$ cat src/rtl/access_pkg.sv
// Shared types and constants for the multi-user access controller.
// Latency: none (types, constants and a lookup helper only).
// Backpressure: not applicable.
package access_pkg;

    localparam int DEF_DATA_W         = 16;
    localparam int DEF_NUM_USERS      = 4;
    localparam int DEF_MAX_FAILS      = 3;
    localparam int DEF_LOCKOUT_CYCLES = 1024;

    typedef enum logic [2:0] {
        ST_IDLE,
        ST_WAIT_PW,
        ST_SEARCH,
        ST_GRANTED,
        ST_LOCKED
    } state_t;

    typedef struct packed {
        logic [DEF_DATA_W-1:0] id;
        logic [DEF_DATA_W-1:0] pw;
    } cred_t;

    // Populated credentials; any table slot beyond these reads as id 0 (never matches).
    localparam int CRED_TABLE_LEN = 2;
    localparam cred_t [CRED_TABLE_LEN-1:0] CRED_TABLE = {
        cred_t'{id: 16'hAAAA, pw: 16'h5555},
        cred_t'{id: 16'h1476, pw: 16'h2456}
    };

    function automatic cred_t cred_entry(input int idx);
        cred_t e;
        e = '0;
        if (idx >= 0 && idx < CRED_TABLE_LEN) begin
            e = CRED_TABLE[idx];
        end
        return e;
    endfunction

endpackage

$ cat src/rtl/access_cred_rom.sv
// Credential table, NUM_USERS entries, looked up by index.
// Latency: 1 cycle (registered read data).
// Backpressure: none; a new index can be presented every cycle.
module access_cred_rom
    import access_pkg::*;
#(
    parameter int DATA_W    = DEF_DATA_W,
    parameter int NUM_USERS = DEF_NUM_USERS,
    parameter int IDX_W     = 2
) (
    input  logic              clk,
    input  logic              rst,
    input  logic [IDX_W-1:0]  rd_idx,
    output logic [DATA_W-1:0] rd_id,
    output logic [DATA_W-1:0] rd_pw
);

    cred_t entry;

    // Out-of-range indices read as an empty slot so the search can run past the end harmlessly.
    always_comb begin
        entry = '0;
        if (int'(rd_idx) < NUM_USERS) begin
            entry = cred_entry(int'(rd_idx));
        end
    end

    // Registered read port.
    always_ff @(posedge clk or negedge rst) begin
        if (!rst) begin
            rd_id <= '0;
            rd_pw <= '0;
        end else begin
            rd_id <= DATA_W'(entry.id);
            rd_pw <= DATA_W'(entry.pw);
        end
    end

endmodule

$ cat src/rtl/access_control_multi.sv
// Two-phase (ID, then password) login against a credential table, with explicit logout.
// Latency: grant for entry i at T0+2+i after the password strobe edge T0; denial at T0+NUM_USERS+1.
// Backpressure: none; strobes arriving in SEARCH/GRANTED/LOCKED are dropped. ACCESS_LOCKOUT_EN adds lockout.
module access_control_multi
    import access_pkg::*;
#(
    parameter int DATA_W         = DEF_DATA_W,
    parameter int NUM_USERS      = DEF_NUM_USERS,
    parameter int UID_W          = (NUM_USERS > 1) ? $clog2(NUM_USERS) : 1,
    parameter int MAX_FAILS      = DEF_MAX_FAILS,
    parameter int LOCKOUT_CYCLES = DEF_LOCKOUT_CYCLES
) (
    input  logic              clk,
    input  logic              rst,
    input  logic [DATA_W-1:0] data_in,
    input  logic              data_in_load,
    input  logic              logout,
    output logic              access_grant,
    output logic [UID_W-1:0]  user_id,
    output logic              busy,
    output logic              denied,
    output logic              locked
);

`ifdef ACCESS_LOCKOUT_EN
    localparam bit LOCKOUT_EN = 1'b1;
`else
    localparam bit LOCKOUT_EN = 1'b0;
`endif

    localparam int FAIL_W = $clog2(MAX_FAILS + 1);
    localparam int TMR_W  = $clog2(LOCKOUT_CYCLES + 1);

    state_t              state;
    logic                load_q;
    logic                load_edge;
    logic [DATA_W-1:0]   id_r;
    logic [DATA_W-1:0]   pw_r;
    logic [UID_W-1:0]    idx;
    logic [UID_W-1:0]    cmp_idx;
    logic                cmp_vld;
    logic [DATA_W-1:0]   rom_id;
    logic [DATA_W-1:0]   rom_pw;
    logic                match;
    logic                last_entry;
    logic [FAIL_W-1:0]   fail_cnt;
    logic [TMR_W-1:0]    lock_tmr;

    access_cred_rom #(
        .DATA_W    (DATA_W),
        .NUM_USERS (NUM_USERS),
        .IDX_W     (UID_W)
    ) u_rom (
        .clk    (clk),
        .rst    (rst),
        .rd_idx (idx),
        .rd_id  (rom_id),
        .rd_pw  (rom_pw)
    );

    // Strobe edge and comparison of the entry currently presented by the table (id 0 is a blank slot).
    always_comb begin
        load_edge  = data_in_load & ~load_q;
        match      = (rom_id != '0) && (rom_id == id_r) && (rom_pw == pw_r);
        last_entry = (cmp_idx == UID_W'(NUM_USERS - 1));
    end

    // Session FSM with registered outputs; cmp_idx tags the table entry arriving one cycle after idx.
    always_ff @(posedge clk or negedge rst) begin
        if (!rst) begin
            state        <= ST_IDLE;
            load_q       <= 1'b0;
            id_r         <= '0;
            pw_r         <= '0;
            idx          <= '0;
            cmp_idx      <= '0;
            cmp_vld      <= 1'b0;
            fail_cnt     <= '0;
            lock_tmr     <= '0;
            access_grant <= 1'b0;
            user_id      <= '0;
            busy         <= 1'b0;
            denied       <= 1'b0;
            locked       <= 1'b0;
        end else begin
            load_q <= data_in_load;
            denied <= 1'b0;
            case (state)
                ST_IDLE: begin
                    if (load_edge) begin
                        id_r  <= data_in;
                        state <= ST_WAIT_PW;
                    end
                end
                ST_WAIT_PW: begin
                    if (load_edge) begin
                        pw_r    <= data_in;
                        idx     <= '0;
                        cmp_vld <= 1'b0;
                        busy    <= 1'b1;
                        state   <= ST_SEARCH;
                    end
                end
                ST_SEARCH: begin
                    idx     <= idx + 1'b1;
                    cmp_idx <= idx;
                    cmp_vld <= 1'b1;
                    if (cmp_vld && match) begin
                        access_grant <= 1'b1;
                        user_id      <= cmp_idx;
                        busy         <= 1'b0;
                        fail_cnt     <= '0;
                        state        <= ST_GRANTED;
                    end else if (cmp_vld && last_entry) begin
                        denied <= 1'b1;
                        busy   <= 1'b0;
                        state  <= ST_IDLE;
                        if (LOCKOUT_EN) begin
                            if (int'(fail_cnt) < MAX_FAILS) begin
                                fail_cnt <= fail_cnt + 1'b1;
                            end
                            if (int'(fail_cnt) + 1 >= MAX_FAILS) begin
                                locked   <= 1'b1;
                                lock_tmr <= '0;
                                state    <= ST_LOCKED;
                            end
                        end
                    end
                end
                ST_GRANTED: begin
                    if (logout) begin
                        access_grant <= 1'b0;
                        user_id      <= '0;
                        state        <= ST_IDLE;
                    end
                end
                ST_LOCKED: begin
                    if (lock_tmr == TMR_W'(LOCKOUT_CYCLES - 1)) begin
                        locked   <= 1'b0;
                        fail_cnt <= '0;
                        lock_tmr <= '0;
                        state    <= ST_IDLE;
                    end else begin
                        lock_tmr <= lock_tmr + 1'b1;
                    end
                end
                default: begin
                    state <= ST_IDLE;
                end
            endcase
        end
    end

endmodule

$ cat config.mk
export PLATFORM = sky130hd
export DESIGN_NAME = access_control_multi
export DESIGN_NICKNAME = d
export VERILOG_FILES = /design/src/rtl/access_pkg.sv /design/src/rtl/access_cred_rom.sv /design/src/rtl/access_control_multi.sv
export SDC_FILE = /design/constraint.sdc
export NUM_CORES = 1
export LEC_CHECK = 0
export ABC_AREA = 1
export CAP_MARGIN = 15
export CORE_ASPECT_RATIO = 1.1
export CORE_MARGIN = 2
export CORE_UTILIZATION = 50
export DETAILED_ROUTE_END_ITERATION = 8
export GPL_ROUTABILITY_DRIVEN = 0
export GPL_TIMING_DRIVEN = 0
export HOLD_SLACK_MARGIN = 0.06
export PLACE_DENSITY = 0.76
export SKIP_CTS_REPAIR_TIMING = 1
export SLEW_MARGIN = 25
export SYNTH_ARGS = -nofsm -noshare
export SYNTH_HDL_FRONTEND = slang
export SYNTH_SLANG_ARGS = --single-unit
$ cat constraint.sdc
create_clock -name clk -period 3.8 [get_ports clk]
set_input_delay 1.14 -clock clk [delete_from_list [all_inputs] [get_ports clk]]
set_output_delay 1.14 -clock clk [all_outputs]
set_load 0.02 [all_outputs]
==> results.md, run 1 <==
- Status: completed
- Std cell rows: 25
- CP endpoint kind: flop
- Crit path launch type: input pin
- Hold Path Class: reg -> reg
- MaxCap Viol Count: 0
- Core Footprint: roughly 4300 um2
- Achievable frequency: roughly 410 MHz
- Max H-tree Level: 2
- Largest cells by area after synthesis: dfrtp_1, nand2_1, inv_1, o21ai_0, mux2_2
- Vias in the first global route: roughly 1500
- Final clock skew: 0.00863 ns
- CTS root buf: clkbuf_8
- Clk sinks: 48
- Asr flop ratio synth: 100%
- Synthesized flop and latch total: 48
- Grt total ovfl: 0
- Post-synth cell types: 28
- Final std cells w/o fill: ~340
- Mapped Avg Cell Area: ~8.7 um2
- Ys Warns: 0
- Placed cell areas: 2540 um2
- Flip-flop and latch area: approximately 1200 um2
- Worst-path clk slew: about 0.08 ns
- Design Area, Final: approximately 2600 um2
- Worst Path Required: 3.98 ns
- Starting density of the core: about half
- Worst EP arrival: 2.65 ns
- Largest area contributor in the netlist: dfrtp_1
- Worst setup path class: in -> reg
- Final WL: 4110 um
- Chip Height: 73.9 um
- HPWL Detailed: roughly 3000 um
- Total track usage: approximately a fifth
- Period minus WS final: 2.47 ns
- Fin. Hold Viols: 0
- Layout cells sized above 1: between 10% and 20%
- Routed len/inst: around 12 um
- Cells after synthesis: 256
- Main flop type after synthesis: dfrtp_1
- I/O Pins: 26
- Die Area: about 5000 um2
- Register area share after synthesis: a little over half
- Worst skew pair latency: 0.30 ns
- CTS tree: built
- Slew Limit Fails: 0
- Final ANT Viol Nets: 0
- Final worst-path cycle share: between 60% and 70%
- LEAKAGE: between 1 and 1.5 nW
- Port bufs: 24
- 1st-pass router iterations: 5
- Number of synthesized flops with an enable pin: 0
- DR vias: 1663
- Vias/cell: 4.85
- Nets: between 300 and 400
- Initial antenna violation count: 0
- Setup slack, reg-to-reg: 2.18 ns
- CTS Buffer Depth: 2
- Die Width: about 68 um
- Largest net degree at the start of global routing: 30
- Mapped Area: around 2200 um2
- Share of the synthesized area in the top cell type: 54.1%
- RSZ-0062 raised after global routing: no
- Cell with the most instances after synthesis: nand2_1
- Filler Cell Count: approximately 390
- Worst Path Max Fanout: 10
- Worst vdd ir: approximately 0.37 mV
- Initial drt markers: 70
- Area growth from synthesis to layout: 19.4%
- # setup viols final: 0
- PwrDens: around 740 nW/um2
- Placed Cells: ~340
- Synthesized net count: between 200 and 300
- # DRC: 0
- Antenna cells: 0
- Num CTS Buffers: 5
- Final setup TNS: 0 ns
- Most instantiated cells after synthesis: nand2_1, dfrtp_1, inv_1, nor2_1, o21ai_0
- Multi-input gate area: about 840 um2
- First-pass GRT wire length: just over 7000 um
[kinds of logic after synthesis]
group | synth area share (%)
simple gates | 22.6
flops | 54.1
buf+inv | 7.78
compound gates | 10.6
mux | 3.55
fa+ha+maj | 1.13
other cells | 0.169
[state kept, by name, indices dropped and copies added (netlist names)]
name,flops
access_grant,1
busy,1
cmp_idx,2
cmp_vld,1
denied,1
id_r,16
idx,2
load_q,1
pw_r,16
state,2
u_rom.rd_id,3
user_id,2
[worst max-delay path, stage by stage]
cell	delay, ns
clkdlybuf4s50_1	0.42
inv_1	0.11
nor2_1	0.06
nand2_1	0.25
buf_2	0.30
mux2_2	0.36
[cell usage in the layout, fill, tap and decap left out]
cell type         n
nand2_1          75
dfrtp_1          48
inv_1            31
clkdlybuf4s50_1  23
nor2_1           21
o21ai_0          21
nand3_1          11
o21ai_2           9
mux2_2            7
clkbuf_8          5
buf_2             4
nor2_2            3
inv_2             3
o21ai_1           3
o21bai_1          3
nand3_2           2
clkinv_1          2
clkbuf_1          2
ha_1              2
or2_1             1
nand4_1           1
a21o_2            1
nor3_1            1
nor3b_1           1
nand2_2           1
nor3_4            1
buf_6             1
a21oi_1           1
buf_4             1
conb_1            1
clkinv_2          1
bufinv_16         1
buf_12            1
[power by group]
group / internal (mW) / leakage [nW] / switching (mW)
combinational: 0.297 / 0.649 / 0.370
clock: 0.195 / 0.0552 / 0.164
sequential: 0.751 / 0.585 / 0.170
total: 1.24 / 1.29 / 0.704
[area by class of cell]
class | count | area share [%]
clock buffer | 6 | 2.74
sequential | 48 | 45.3
clock inverter | 2 | 1.32
tap | 54 | 2.55
buffer | 6 | 1.42
multi-input combinational | 166 | 31.9
timing repair buffer | 25 | 9.64
inverter | 36 | 5.10
[per-stage QoR]
| stage | worst slack [ns] | hold slack (ns) | util, % | total power, mW |
|---|---|---|---|---|
| after floorplan | 1.68 | 0.417 | - | 1.39 |
| after global placement | 0.281 | 0.437 | 58.9 | 1.57 |
| after detailed placement | 1.01 | 0.441 | 59.3 | 1.60 |
| after CTS | 1.34 | 0.454 | 61.8 | 1.97 |
| after global routing | 1.25 | 0.472 | 61.8 | 2.12 |
| final | 1.33 | 0.452 | 61.8 | 1.95 |
[final timing paths]
path,start,end,depth (start not counted)
min in group asynchronous,rst,id_r[12],1
min,idx[1],u_rom.rd_id[5],1
max in group asynchronous,rst,idx[0],2
max,data_in_load,id_r[11],6
min reg2reg,idx[1],u_rom.rd_id[5],1
max reg2reg,state[1],cmp_vld,7
[layer usage]
layer | global-route usage, % | vias to the layer above | wire length (um)
li1 | - | 865 | -
met1 | 26.6 | 767 | 2030
met2 | 29.4 | 25 | 1880
met3 | 4.90 | 6 | 130
met4 | 7.94 | 0 | 63
met5 | 0 | - | 0
(Power assumes the default switching activity.)
==> inputs of run 2 (changes only) <==
- PLACE_DENSITY: 0.76 -> 0.78
- clock period: 3.8 -> 2.2 ns (I/O delays scaled with it)
==> run 2 against run 1 <==
Compared with the run above: clock-buffer cell count rose by 2; wire length up 4.7%; design area is 1.3% lower.
==> results.md, run 2 (synthesis results as in run 1) <==
- I/O Pins: 26
- Hold WS: about 0.35 ns
- CTS root buf: clkbuf_8
- # DRC: 0
- Fin. Hold Viols: 0
- Worst Path Max Fanout: 10
- First-pass GRT wire length: about 7600 um
- Regs by FF count: id_r: 16 flops, pw_r: 16 flops, u_rom.rd_id: 3 flops
- Worst-path clk slew: approximately 0.090 ns
- CP Cell Sequence: clkdlybuf4s50_1, inv_1, nor3_4, inv_2, buf_6, nand2_1, nand2_1
- Crit path launch type: input pin
- Num CTS Buffers: 5
- Vias/cell: around 5
- MaxCap Viol Count: 0
- Final worst-path cycle share: around 90%
- Achievable frequency: 509 MHz
- Worst path top cell family by delay: buffers and inverters
- Chip Height: 73.9 um
- Area growth from synthesis to layout: 17.8%
- Largest stage delay on the critical path: 0.47 ns
- Port bufs: 24
- Status: completed
- Design Area, Final: approximately 2600 um2
- LEAKAGE: around 1.3 nW
- Critical path origin: data_in_load
- Initial antenna violation count: 0
- Period minus WS final: 1.96 ns
- Crit Reg-Reg Startpoint: state[1]
- Worst EP arrival: about 2.2 ns
- Slew Limit Fails: 0
- Worst skew pair latency: 0.30 ns
- Vias in the first global route: 1736
- Most frequent cells in the layout: nand2_1, dfrtp_1, inv_1
- Total track usage: between 20% and 30%
- Worst path slowest cell: clkdlybuf4s50_1
- # setup viols final: 0
- Filler Cell Count: approximately 370
- Final clock skew: 0.0106 ns
- Final ANT Viol Nets: 0
- CP endpoint kind: flop
- Commonest non-fill, non-tap cell in the layout: nand2_1
- Nets: a little over 300
- Setup WS pre-CTS: -0.0742 ns
- Worst Tran Pin Value: approximately 0.60 ns
- 1st-pass router iterations: 4
- Std cell rows: 25
- Antenna cells: 0
- CTS Buffer Depth: 2
- Layout cells sized above 1: ~14%
- Max H-tree Level: 2
- HPWL Detailed: between 3000 and 4000 um
- Max-slew headroom: between 50% and 60%
- Core Footprint: ~4300 um2
- Starting density of the core: around half
- RSZ-0062 raised after global routing: no
- CTS tree: built
- Routed len/inst: approximately 13 um
- Clk sinks: 48
- Final WL: 4300 um
- Largest net degree at the start of global routing: 49
- Worst setup path class: in -> reg
- Grt total ovfl: 0
- Placed cell areas: 2520 um2
- Initial drt markers: between 100 and 150
- DR vias: about 1700
- Buf/Inv on CP: 4
- Die Area: 4990 um2
- Worst vdd ir: 0.571 mV
- Die Width: roughly 68 um
- Hold Path Class: in -> async
- PwrDens: between 1000 and 1500 nW/um2
- Most common cell on crit path: nand2_1
- Worst Path Required: about 2.4 ns
- Worst Setup Slack, final: about 0.24 ns
## run 2: cell types whose count changed in the layout (fill, tap and decap cells not counted)
cell,previous run,this run
buf_12,1,0
buf_2,4,3
buf_4,1,2
bufinv_16,1,0
clkbuf_1,2,3
clkbuf_8,5,6
clkinv_2,1,0
## run 2: final cells by class
type / instances / area (um2) / share of cell area, %
tap: 54 / 67.6 / 2.58
timing repair buffer: 24 / 238 / 9.10
inverter: 36 / 135 / 5.17
multi-input combinational: 166 / 845 / 32.3
buffer: 6 / 37.5 / 1.44
sequential: 48 / 1200 / 46.0
clock buffer: 8 / 90.1 / 3.45
## run 2: final timing paths
| path | cells after the start | to | slack, ns |
|---|---|---|---|
| max | 7 | cmp_vld | 0.24 |
| min | 1 | id_r[4] | 0.35 |
| max reg2reg | 7 | cmp_vld | 0.53 |
| min reg2reg | 1 | u_rom.rd_id[5] | 0.47 |
| max in group asynchronous | 1 | u_rom.rd_id[5] | 1.42 |
| min in group clk | 1 | u_rom.rd_id[5] | 0.47 |
## run 2: metrics by stage
stage                     TNS (ns)  util, %  cells  power (mW)
after floorplan                  0        -    256        2.40
after global placement      -41.68     58.9    334        2.71
after detailed placement    -0.424     58.9    334        2.78
after CTS                        0     61.0    342        3.32
after global routing             0     61.0    342        3.58
final                            0     61.0    342        3.29
## run 2: report_power, final
part           internal (mW)  leakage, nW  switching, mW
logic                  0.510        0.641          0.650
registers               1.30        0.585          0.300
clock network          0.257       0.0455          0.275
## run 2: routing by layer
layer | wire [um] | global-route usage (%) | share of wire [%]
met1 | 1900 | 26.0 | 44
met2 | 2100 | 34.7 | 49
met3 | 230 | 4.59 | 5.4
met4 | 68 | 6.12 | 1.6
met5 | 0 | 0 | 0
==> inputs of run 3 (changes only) <==
- CELL_PAD_IN_SITES_DETAIL_PLACEMENT: unset -> 0
- CELL_PAD_IN_SITES_GLOBAL_PLACEMENT: unset -> 2
- CORE_UTILIZATION: 50 -> 30
- GPL_ROUTABILITY_DRIVEN: 0 -> unset
- PLACE_DENSITY: 0.78 -> 0.77
==> run 3 against run 2 <==
Compared with the run above: power is 0.21% higher; critical path depth is 1 lower; sequential power hardly changed; clock-buffer cell count stayed put; sequential share of layout area is 0.67 points lower; clock power is 2% higher; design area is 1.5% higher; non-clock buffer count stayed put; cell count is 9.1% higher; worst setup slack worse by 0.082 ns; wire length is 12% higher; flip-flop and latch count stayed put; critical endpoint is now id_r[11]; largest cell class unchanged; largest power group unchanged.
==> results.md, run 3 (synthesis results as in run 1) <==
- Status: completed
- Combinational share of power: a little over a third
- Worst setup path class: in -> reg
- Achievable frequency: around 490 MHz
- CTS root buf: clkbuf_8
- Grt total ovfl: 0
- HPWL Detailed: approximately 3500 um
- CP Cell Sequence: clkdlybuf4s50_1, inv_1, nor2_1, nand2_1, buf_2, mux2_2
- Chip Height: around 94 um
- Max H-tree Level: 2
- Starting density of the core: between 30% and 40%
- Crit Reg-Reg Startpoint: state[1]
- Vias/cell: about 4.5
- CTS tree: built
- Core Util, Final: a little under two fifths
- Worst EP arrival: between 2 and 2.5 ns
- Power, Total: around 3.3 mW
- LEAKAGE: roughly 1.3 nW
- Met3 routed WL: about 150 um
- Hold Path Class: in -> async
- Clk sinks: between 40 and 50
- Largest stage delay on the critical path: 0.41 ns
- Worst vdd ir: 0.353 mV
- P_int: around 2.1 mW
- Commonest non-fill, non-tap cell in the layout: nand2_1
- Slew Limit Fails: 0
- Antenna cells: 0
- Final clock skew: about 0.0038 ns
- Max-slew headroom: 58.0%
- Setup slack, reg-to-reg: between 0.5 and 0.6 ns
- Final WL: ~4800 um
- Nets: between 300 and 400
- NetSw: ~1.2 mW
- Worst path slowest cell: clkdlybuf4s50_1
- Reg2reg path depth: 7
- Std cell rows: 32
- I/O Pins: 26
- Port bufs: 24
- Largest net degree at the start of global routing: 49
- Final ANT Viol Nets: 0
- Vias in the first global route: approximately 1600
- Switching Fraction: a little under two fifths
- Worst-path clk slew: about 0.08 ns
- Core Footprint: 7090 um2
- R2R Path End: cmp_vld
- Clock share of power: about 17%
- Period minus WS final: between 2 and 2.5 ns
- Worst Tran Pin Value: around 0.63 ns
- Regs by FF count: id_r: 16 flops, pw_r: 16 flops, u_rom.rd_id: 3 flops
- Top Layer Used: met4
- PwrDens: 1240 nW/um2
- # setup viols final: 0
- Num CTS Buffers: 5
- Reg power frac: 48.4%
- CP endpoint kind: flop
- Final setup TNS: 0 ns
- Worst Path Max Fanout: 10
- CTS Buffer Depth: 2
- Area growth from synthesis to layout: 19.6%
- Most frequent cells in the layout: nand2_1, dfrtp_1, inv_1
- Crit path launch type: input pin
- Worst Setup Slack, final: around 0.15 ns
- First-pass GRT wire length: between 8000 and 9000 um
- Met2 WL: roughly 2400 um
- Worst Path Required: roughly 2.4 ns
- Post-route met1 wirelength: approximately 2200 um
- MaxCap Viol Count: 0
- Initial drt markers: 71
- Setup WS pre-CTS: -0.217 ns
- Routed len/inst: about 13 um
- Total track usage: 13.0%
- 1st-pass router iterations: 4
- Die Width: around 86 um
- Die Area: just over 8000 um2
- Initial antenna violation count: 0
- # DRC: 0
- Placed cell areas: approximately 2600 um2
- Buf/Inv on CP: 3
- Gpl congestion: 0.764
- Layout cells sized above 1: approximately 14%
- Worst skew pair latency: about 0.3 ns
- Worst path top cell family by delay: buffers and inverters
- Fin. Hold Viols: 0
- Design Area, Final: roughly 2700 um2
- DR vias: between 1500 and 2000
- Final worst-path cycle share: 93.0%
- RSZ-0062 raised after global routing: no
-- run 3: cell counts in the layout (fill, tap and decap cells not counted) --
Identical to the previous run, type by type.
-- run 3: power by group through the flow --
| stage | combinational [mW] | sequential (mW) | clock (mW) |
|---|---|---|---|
| after floorplan | 0.832 | 1.57 | 0 |
| after global placement | 1.17 | 1.61 | 0 |
| after detailed placement | 1.19 | 1.62 | 0 |
| after CTS | 1.19 | 1.60 | 0.573 |
| after global routing | 1.35 | 1.65 | 0.597 |
| final | 1.16 | 1.59 | 0.545 |
-- run 3: worst max-delay path by stage --
stage / start / to / slack [ns] / cells past startpoint
finish: data_in_load / id_r[11] / 0.15 / 6
floorplan: data_in_load / id_r[11] / 0.56 / 5
global placement: rst / pw_r[7] / -1.04 / 1
global route: data_in_load / id_r[15] / 0.05 / 6
detailed placement: data_in_load / id_r[11] / -0.22 / 6
CTS: data_in_load / id_r[11] / 0.11 / 6
-- run 3: cell type report --
cell class / instances / area (um2)
Clock buffer: 8 / 90.1
Timing Repair Buffer: 24 / 238
Multi-Input combinational cell: 166 / 845
Inverter: 36 / 135
Tap cell: 85 / 106
Sequential cell: 48 / 1200
Fill cell: 753 / 4430
Buffer: 6 / 37.5
-- run 3: routing by layer --
layer / up-vias / track usage, %
met5: - / 0
met4: 0 / 4.76
met3: 5 / 2.37
met2: 25 / 20.9
met1: 781 / 17.3
li1: 858 / -
-- run 3: per-stage QoR --
step | hold WS [ns] | cells
after global placement | 0.444 | 365
after CTS | 0.396 | 373
after detailed placement | 0.445 | 365
after global routing | 0.428 | 373
final | 0.376 | 373
after floorplan | 0.364 | 256
==> RTL edit: new RTL, settings of run 2 <==
Change the package constant `CRED_TABLE_LEN` from 2 to 4.
--- a/src/rtl/access_pkg.sv
+++ b/src/rtl/access_pkg.sv
@@ -22,7 +22,7 @@
     } cred_t;
 
     // Populated credentials; any table slot beyond these reads as id 0 (never matches).
-    localparam int CRED_TABLE_LEN = 2;
+    localparam int CRED_TABLE_LEN = 4;
     localparam cred_t [CRED_TABLE_LEN-1:0] CRED_TABLE = {
         cred_t'{id: 16'hAAAA, pw: 16'h5555},
         cred_t'{id: 16'h1476, pw: 16'h2456}
Function: kept (equiv_simple and equiv_induct, registers matched by name and starting in step).
==> RTL edit against run 2 <==
Setup slack lost 14 ps; sequential cell count is the same; wire length shrank 1.6%; design area grew 0.24%; register-to-register slack gained 80 ps; area after synthesis shrank 1.4%; synthesized cell count shrank 0.39%; critical path depth grew 1; total power grew 4.0%; hold slack gained 13 ps; critical path type unchanged; largest power group unchanged; highest routed layer unchanged.
==> RTL edit: results (changes against run 2) <==
Status
  • Status: completed

Synthesis
  • Syn Nets: 277 (-0.36%)
  • Proportion of synthesized chip area in sequential cells: 54.89% (+0.74 points)
  • Number of standard cells after synthesis: 255 (-0.39%)
  • Top cells by area in the synthesized netlist: dfrtp_1 (55%), nand2_1 (13%), o21ai_0 (6.6%)
  • Cell types with the highest counts after synthesis: nand2_1 (75), dfrtp_1 (48), inv_1 (29), o21ai_0 (29), nor2_1 (23)
  • Count of distinct cell types in the synthesized netlist: 30 (+7.1%)

Cells and area
  • Non-CTS inverters: 34 (-5.6%)
  • Fraction of layout instances using a drive strength above 1: 11.85% (-1.7 points)
  • Non-clock buffer area fraction after layout: 10.51% (-0.025 points)
  • Multi-input logic portion of the cell area: 31.38% (-0.94 points)
  • Comb_multi_in: 167 (+0.60%)
  • Count of fill cells added during filler insertion: 368 (-0.81%)

STA
  • Pin slew with the least headroom to its limit: 587.3 ps (-14.57 ps)
  • Worst clock skew on the final layout: 5.128 ps (-5.481 ps)

Power and ir drop
  • Combinational fraction of design power: 33.0% (-2.2 points)
  • Sw Ratio: 35.76% (-1.5 points)
  • Peak VDD IR: 0.0006084 V (+6.5%)
  • Leak pwr: 1.271 nW (about the same)
  • Total clock network power: 684 µW (+29%)

Global routing
  • Met2 capacity usage during global routing: 33.22% (-1.5 points)
  • GR Util met3: 3.675% (-0.92 points)
  • Met1 Track Usage GR: 25.10% (-0.90 points)
  • Global-route wire length before repair: 7148 µm (-5.9%)

Routing
  • Average wire length per cell after detail routing: 12.40 µm (-1.3%)
  • DRC marker count from the first detailed-route iteration: 124 (-2.4%)
  • Routed wire length on met2: 2031 µm (-3.4%)
  • Wl on met1: 1999 µm (+5.4%)

Critical path
  • Arrival time of the worst setup path: 2190 ps (+40 ps)

Placed design
  • Detail Placement HPWL: 3050 µm (-1.7%)
[RTL edit: critical path: stages]
cell	delay, ps
clkdlybuf4s50_1	470
inv_1	40
nor2_1	120
inv_1	100
nor2_4	220
inv_2	150
clkbuf_2	220
o21ai_0	210
[RTL edit: final timing paths]
kind | startpoint | endpoint | slack (ps) | depth (start not counted)
min reg2reg | idx[1] | u_rom.rd_id[5] | 470 | 1
min in group clk | idx[1] | u_rom.rd_id[5] | 470 | 1
min | rst | pw_r[12] | 360 | 1
max in group asynchronous | rst | busy | 1440 | 1
max reg2reg | state[1] | pw_r[14] | 610 | 6
max | data_in_load | pw_r[14] | 220 | 8
[RTL edit: cells by family after synthesis]
group                    count (synthesis)  share of synthesized area [%]
AND/OR/NAND/NOR                        118                          22.87
flip-flops                              48                          54.89
buffers and inverters                   40                          7.547
AO/OA/AOI/OAI                           39                          9.777
multiplexers                             7                          3.602
adder cells (fa/ha/maj)                  2                          1.143
other                                    1                         0.1714
